$ cat src/rtl/sram_arbiter_2x1.sv
// rtl/sram_arbiter_2x1.sv - two-master sram bus arbiter, data-first with inst anti-starvation
// Owner FIFO routes in-order data_ok/rdata back to the master that issued each request.
module sram_arbiter_2x1 #(
    parameter int DEPTH      = 4,
    parameter int STREAK_MAX = 4
) (
    input  logic        clk,
    input  logic        rst,
    input  logic        inst_req,
    input  logic        inst_wr,
    input  logic [1:0]  inst_size,
    input  logic [31:0] inst_addr,
    input  logic [31:0] inst_wdata,
    output logic        inst_addr_ok,
    output logic        inst_data_ok,
    output logic [31:0] inst_rdata,
    input  logic        data_req,
    input  logic        data_wr,
    input  logic [1:0]  data_size,
    input  logic [31:0] data_addr,
    input  logic [31:0] data_wdata,
    output logic        data_addr_ok,
    output logic        data_data_ok,
    output logic [31:0] data_rdata,
    output logic        ram_req,
    output logic        ram_wr,
    output logic [1:0]  ram_size,
    output logic [31:0] ram_addr,
    output logic [31:0] ram_wdata,
    input  logic [31:0] ram_rdata,
    input  logic        ram_addr_ok,
    input  logic        ram_data_ok
);
    localparam int AW = $clog2(DEPTH);
    localparam int SW = $clog2(STREAK_MAX + 1);
    localparam logic [AW:0]   FULL_CNT   = (AW + 1)'(DEPTH);
    localparam logic [SW-1:0] STREAK_LIM = SW'(STREAK_MAX);

    typedef enum logic [1:0] {UNLOCKED, LOCK_INST, LOCK_DATA} lock_e;
    typedef enum logic [1:0] {SEL_NONE, SEL_INST, SEL_DATA} sel_e;

    lock_e            lock_q, lock_d;
    sel_e             sel;
    logic [DEPTH-1:0] owner_q, owner_d;
    logic [AW-1:0]    wptr_q, wptr_d, rptr_q, rptr_d;
    logic [AW:0]      count_q, count_d;
    logic [SW-1:0]    streak_q, streak_d;
    logic             sel_req, hs, pop, head;

    always_ff @(posedge clk or posedge rst) begin
        if (rst) begin
            lock_q   <= UNLOCKED;
            owner_q  <= '0;
            wptr_q   <= '0;
            rptr_q   <= '0;
            count_q  <= '0;
            streak_q <= '0;
        end else begin
            lock_q   <= lock_d;
            owner_q  <= owner_d;
            wptr_q   <= wptr_d;
            rptr_q   <= rptr_d;
            count_q  <= count_d;
            streak_q <= streak_d;
        end
    end

    always_comb begin
        sel = SEL_NONE;
        case (lock_q)
            LOCK_INST: sel = SEL_INST;
            LOCK_DATA: sel = SEL_DATA;
            default: begin
                if (inst_req && streak_q == STREAK_LIM) sel = SEL_INST;
                else if (data_req)                      sel = SEL_DATA;
                else if (inst_req)                      sel = SEL_INST;
            end
        endcase
    end

    always_comb begin
        sel_req   = 1'b0;
        ram_wr    = 1'b0;
        ram_size  = 2'b00;
        ram_addr  = '0;
        ram_wdata = '0;
        case (sel)
            SEL_INST: begin
                sel_req   = inst_req;
                ram_wr    = inst_wr;
                ram_size  = inst_size;
                ram_addr  = inst_addr;
                ram_wdata = inst_wdata;
            end
            SEL_DATA: begin
                sel_req   = data_req;
                ram_wr    = data_wr;
                ram_size  = data_size;
                ram_addr  = data_addr;
                ram_wdata = data_wdata;
            end
            default: ;
        endcase
    end

    // Full blocks the request even when a pop lands in the same cycle.
    assign ram_req      = sel_req & (count_q != FULL_CNT) & ~rst;
    assign hs           = ram_req & ram_addr_ok;
    assign inst_addr_ok = hs & (sel == SEL_INST);
    assign data_addr_ok = hs & (sel == SEL_DATA);

    assign pop          = ram_data_ok & (count_q != '0) & ~rst;
    assign head         = owner_q[rptr_q];
    assign inst_data_ok = pop & ~head;
    assign data_data_ok = pop & head;
    assign inst_rdata   = ram_rdata;
    assign data_rdata   = ram_rdata;

    always_comb begin
        lock_d   = lock_q;
        owner_d  = owner_q;
        wptr_d   = wptr_q + AW'(hs);
        rptr_d   = rptr_q + AW'(pop);
        count_d  = count_q + (AW + 1)'(hs) - (AW + 1)'(pop);
        streak_d = streak_q;
        if (hs) begin
            lock_d          = UNLOCKED;
            owner_d[wptr_q] = (sel == SEL_DATA);
        end else if (ram_req) begin
            lock_d = (sel == SEL_DATA) ? LOCK_DATA : LOCK_INST;
        end
        if (!inst_req)
            streak_d = '0;
        else if (hs && sel == SEL_INST)
            streak_d = '0;
        else if (hs && sel == SEL_DATA && streak_q < STREAK_LIM)
            streak_d = streak_q + 1'b1;
    end
endmodule
$ cat config.mk
export PLATFORM = sky130hd
export DESIGN_NAME = sram_arbiter_2x1
export DESIGN_NICKNAME = d
export VERILOG_FILES = /design/src/rtl/sram_arbiter_2x1.sv
export SDC_FILE = /design/constraint.sdc
export NUM_CORES = 1
export LEC_CHECK = 0
export ABC_AREA = 1
export BUFFER_PORTS_ARGS = -buffer_cell sky130_fd_sc_hd__buf_2
export CAP_MARGIN = 20
export CORE_AREA = 4 4 117 119
export DETAILED_ROUTE_END_ITERATION = 6
export DIE_AREA = 0 0 121 123
export MAX_ROUTING_LAYER = met4
export SYNTH_ARGS = -nofsm -noshare
export SYNTH_HDL_FRONTEND = slang
export SYNTH_SLANG_ARGS = --single-unit
$ cat constraint.sdc
create_clock -name clk -period 2.9 [get_ports clk]
set_clock_uncertainty 0.15 [all_clocks]
set_input_delay 0.29 -clock clk [delete_from_list [all_inputs] [get_ports clk]]
set_output_delay 0.29 -clock clk [all_outputs]
set_load 0.05 [all_outputs]
==> impl_metrics.json <==
{
  "status": "finished clean",
  "power_uw": 5670,
  "diodes": 0,
  "io_pins": 308,
  "final_cell_mix": "buf_2 (207), nand2_1 (153), a21oi_1 (69), inv_1 (16), dfrtp_1 (16)",
  "post_drt_wl_per_cell_um": 13.6,
  "clk_pin_slew_ns": 0.05,
  "wl_mm": 9.71,
  "grt_pass1_wl_mm": 13.6,
  "crit_fanout": 4,
  "slew_violations": 0,
  "min_path_type": "primary input to flop",
  "critPathArrivalTime_ns": 2.77,
  "finalSetupViolCount": 0,
  "async_flop_share_pct": 100,
  "worstRegToRegCells": 17,
  "synth-edff-count": 0,
  "grt_pass1_vias": 2617,
  "timing.max_cap.violations": 0,
  "finalWeightedCongestion": 0.805,
  "vias": 2934,
  "power_density_nw_per_um2": 1660,
  "grt_start_max_net_pins": 72,
  "dp_hpwl_mm": 7.68,
  "die_area_um2": 14900,
  "hold_violations": 0,
  "netlist_area_um2": 2450,
  "avgSynthCellArea_um2": 6.07,
  "syn_inst": 404,
  "synth_warnings": 0,
  "ir_drop_mv": 0.737,
  "io_buffers": 211,
  "critPathKind": "flop to flop",
  "cts_sinks": 16,
  "die_y_um": 123,
  "area_growth_pct": 39.0,
  "fin_crit_ns": 2.78,
  "nets": 725,
  "cts_tree": "done",
  "drc": 0,
  "fp.dieW_um": 121,
  "grt-ovfl-total": 0,
  "setup_slack_ns": 0.117,
  "internal-power_uw": 1690,
  "cts_root_buf": "clkbuf_16",
  "yosysSeqAreaShare_pct": 16.3,
  "crit_path_end_kind": "flop",
  "grt_util_all_layers_pct": 11.5,
  "synth_flop_cell": "dfrtp_1",
  "numCtsBuffers": 3,
  "antenna_left": 0,
  "clock.fmax_mhz": 359,
  "switching_share_pct": 70.2,
  "insertion_delay_ns": 0.24,
  "yosysUniqueCellTypes": 27,
  "cp-start-kind": "flop",
  "period_share_pct": 96.0,
  "netlist_top_cells_area": "nand2_1 (24%), buf_4 (20%), dfrtp_1 (16%), a21oi_1 (14%), ha_1 (5.1%)",
  "synth.net_count": 587,
  "clock_tree.buffer_depth": 2,
  "ys_seq_elements": 16,
  "pre_cts_slack_ns": 0.0386,
  "antenna_found_initial": 0,
  "p_comb_share_pct": 88.2,
  "rows": 41,
  "slew_headroom_pct": 71.0,
  "layout-drive-gt1-share_pct": 46.6,
  "power.switching_uw": 3990,
  "htree_num_levels": 1,
  "first_pass_iters": 4,
  "max_slew.worst_pin.slew_ns": 0.435,
  "synth_top_area_cell": "nand2_1",
  "drt_iter0_markers": 125,
  "hold_path_depth": 4,
  "core_um2": 12600,
  "final_common_cell": "buf_2",
  "required_ns": 2.89,
  "seq_power_share_pct": 6.7,
  "drt-vias-per-instance": 4.12,
  "yosysTopAreaCellShare_pct": 23.7,
  "p_clk_share_pct": 5.1,
  "start_util_pct": 19.5,
  "p_leak_uw": 0.00179
}
[power by group through the flow]
stage               Clock [uW]  Combinational (uW)  Sequential, uW
floorplan                    0                3960             363
global placement             0                4910             377
detailed placement           0                4890             378
CTS                        302                4960             375
global route               309                5350             389
finish                     292                5000             379
[cells in the mapped netlist, drive strengths merged (2+ instances only)]
cell / number
a21oi: 70
buf: 72
clkbuf: 16
dfrtp: 16
ha: 10
inv: 24
nand2: 160
nand3: 9
nand4: 2
nor2: 9
o21ai: 8
xnor2: 2
xor2: 2
[area by class of cell]
type                    instances  area, um^2
multi-input cells             275        1440
well taps                     172         215
fillers                      1410        9160
clock buffers                   4        88.8
flip-flops and latches         16         400
inverters                      25        93.8
repair buffers                221        1180
[critical path, stage by stage, from the launching register on]
cell	delay (ns)
dfrtp_1	0.41
ha_4	0.29
inv_1	0.05
nand2_1	0.05
nand2_1	0.06
nand2_2	0.07
inv_2	0.05
ha_4	0.25
nor2_4	0.13
nand2_4	0.07
nor2_8	0.09
nand2_4	0.08
ha_4	0.21
inv_2	0.06
ha_4	0.11
inv_2	0.03
fa_1	0.47
inv_1	0.04
[metrics by stage]
step | instances | hold WS (ns) | cell area, um^2 | util, % | setup TNS [ns]
final | 713 | 0.256 | 3410 | 27.1 | 0
after global routing | 713 | 0.288 | 3410 | 27.1 | -0.00705
after CTS | 710 | 0.249 | 3350 | 26.7 | 0
after detailed placement | 705 | 0.222 | 3240 | 25.8 | 0
after global placement | 705 | 0.224 | 3240 | 25.8 | 0
after floorplan | 404 | 0.0621 | 2480 | - | -0.282
[routing by layer]
| layer | vias to the layer above | global-route usage (%) | part of all wire [%] |
|---|---|---|---|
| li1 | 1478 | - | - |
| met1 | 1237 | 14.3 | 39 |
| met2 | 164 | 18.7 | 48 |
| met3 | 55 | 1.78 | 10 |
| met4 | 0 | 4.75 | 3.9 |
| met5 | - | - | 0 |
[cell families after synthesis]
logic type | count (synthesis) | share of synthesized area [%]
DFF | 16 | 16.3
buffers and inverters | 113 | 27.7
AOI/OAI and AO/OA | 79 | 16.5
xor gates and xnor gates | 4 | 1.43
and+or+nand+nor | 181 | 32.1
adders and majority gates | 11 | 5.92
[path summary, 6_finish.rpt]
kind	from	endpoint	slack [ns]
setup / recovery	lock_q[1]	count_q[1]	0.12
hold / removal	ram_addr_ok	lock_q[1]	0.26
setup reg to reg	lock_q[1]	count_q[1]	0.12
hold reg to reg	rptr_q[1]	rptr_q[1]	0.34
max in group asynchronous	rst	owner_q[2]	1.90
min in group asynchronous	rst	wptr_q[1]	0.52
[registers in the layout (all words and copies together), names as in the netlist]
signal,cells
count_q,3
rptr_q,2
streak_q,3
lock_q,2
wptr_q,2
owner_q,4
[what timing repair did]
item	4_1_cts	5_1_grt
buffers inserted	0	3
hold buffers	1	0
setup endpoints to repair	67	69
pin swaps	0	6
gates resized for setup	4	12
hold endpoints to repair	16	0
Power figures use the tool's default switching activity.
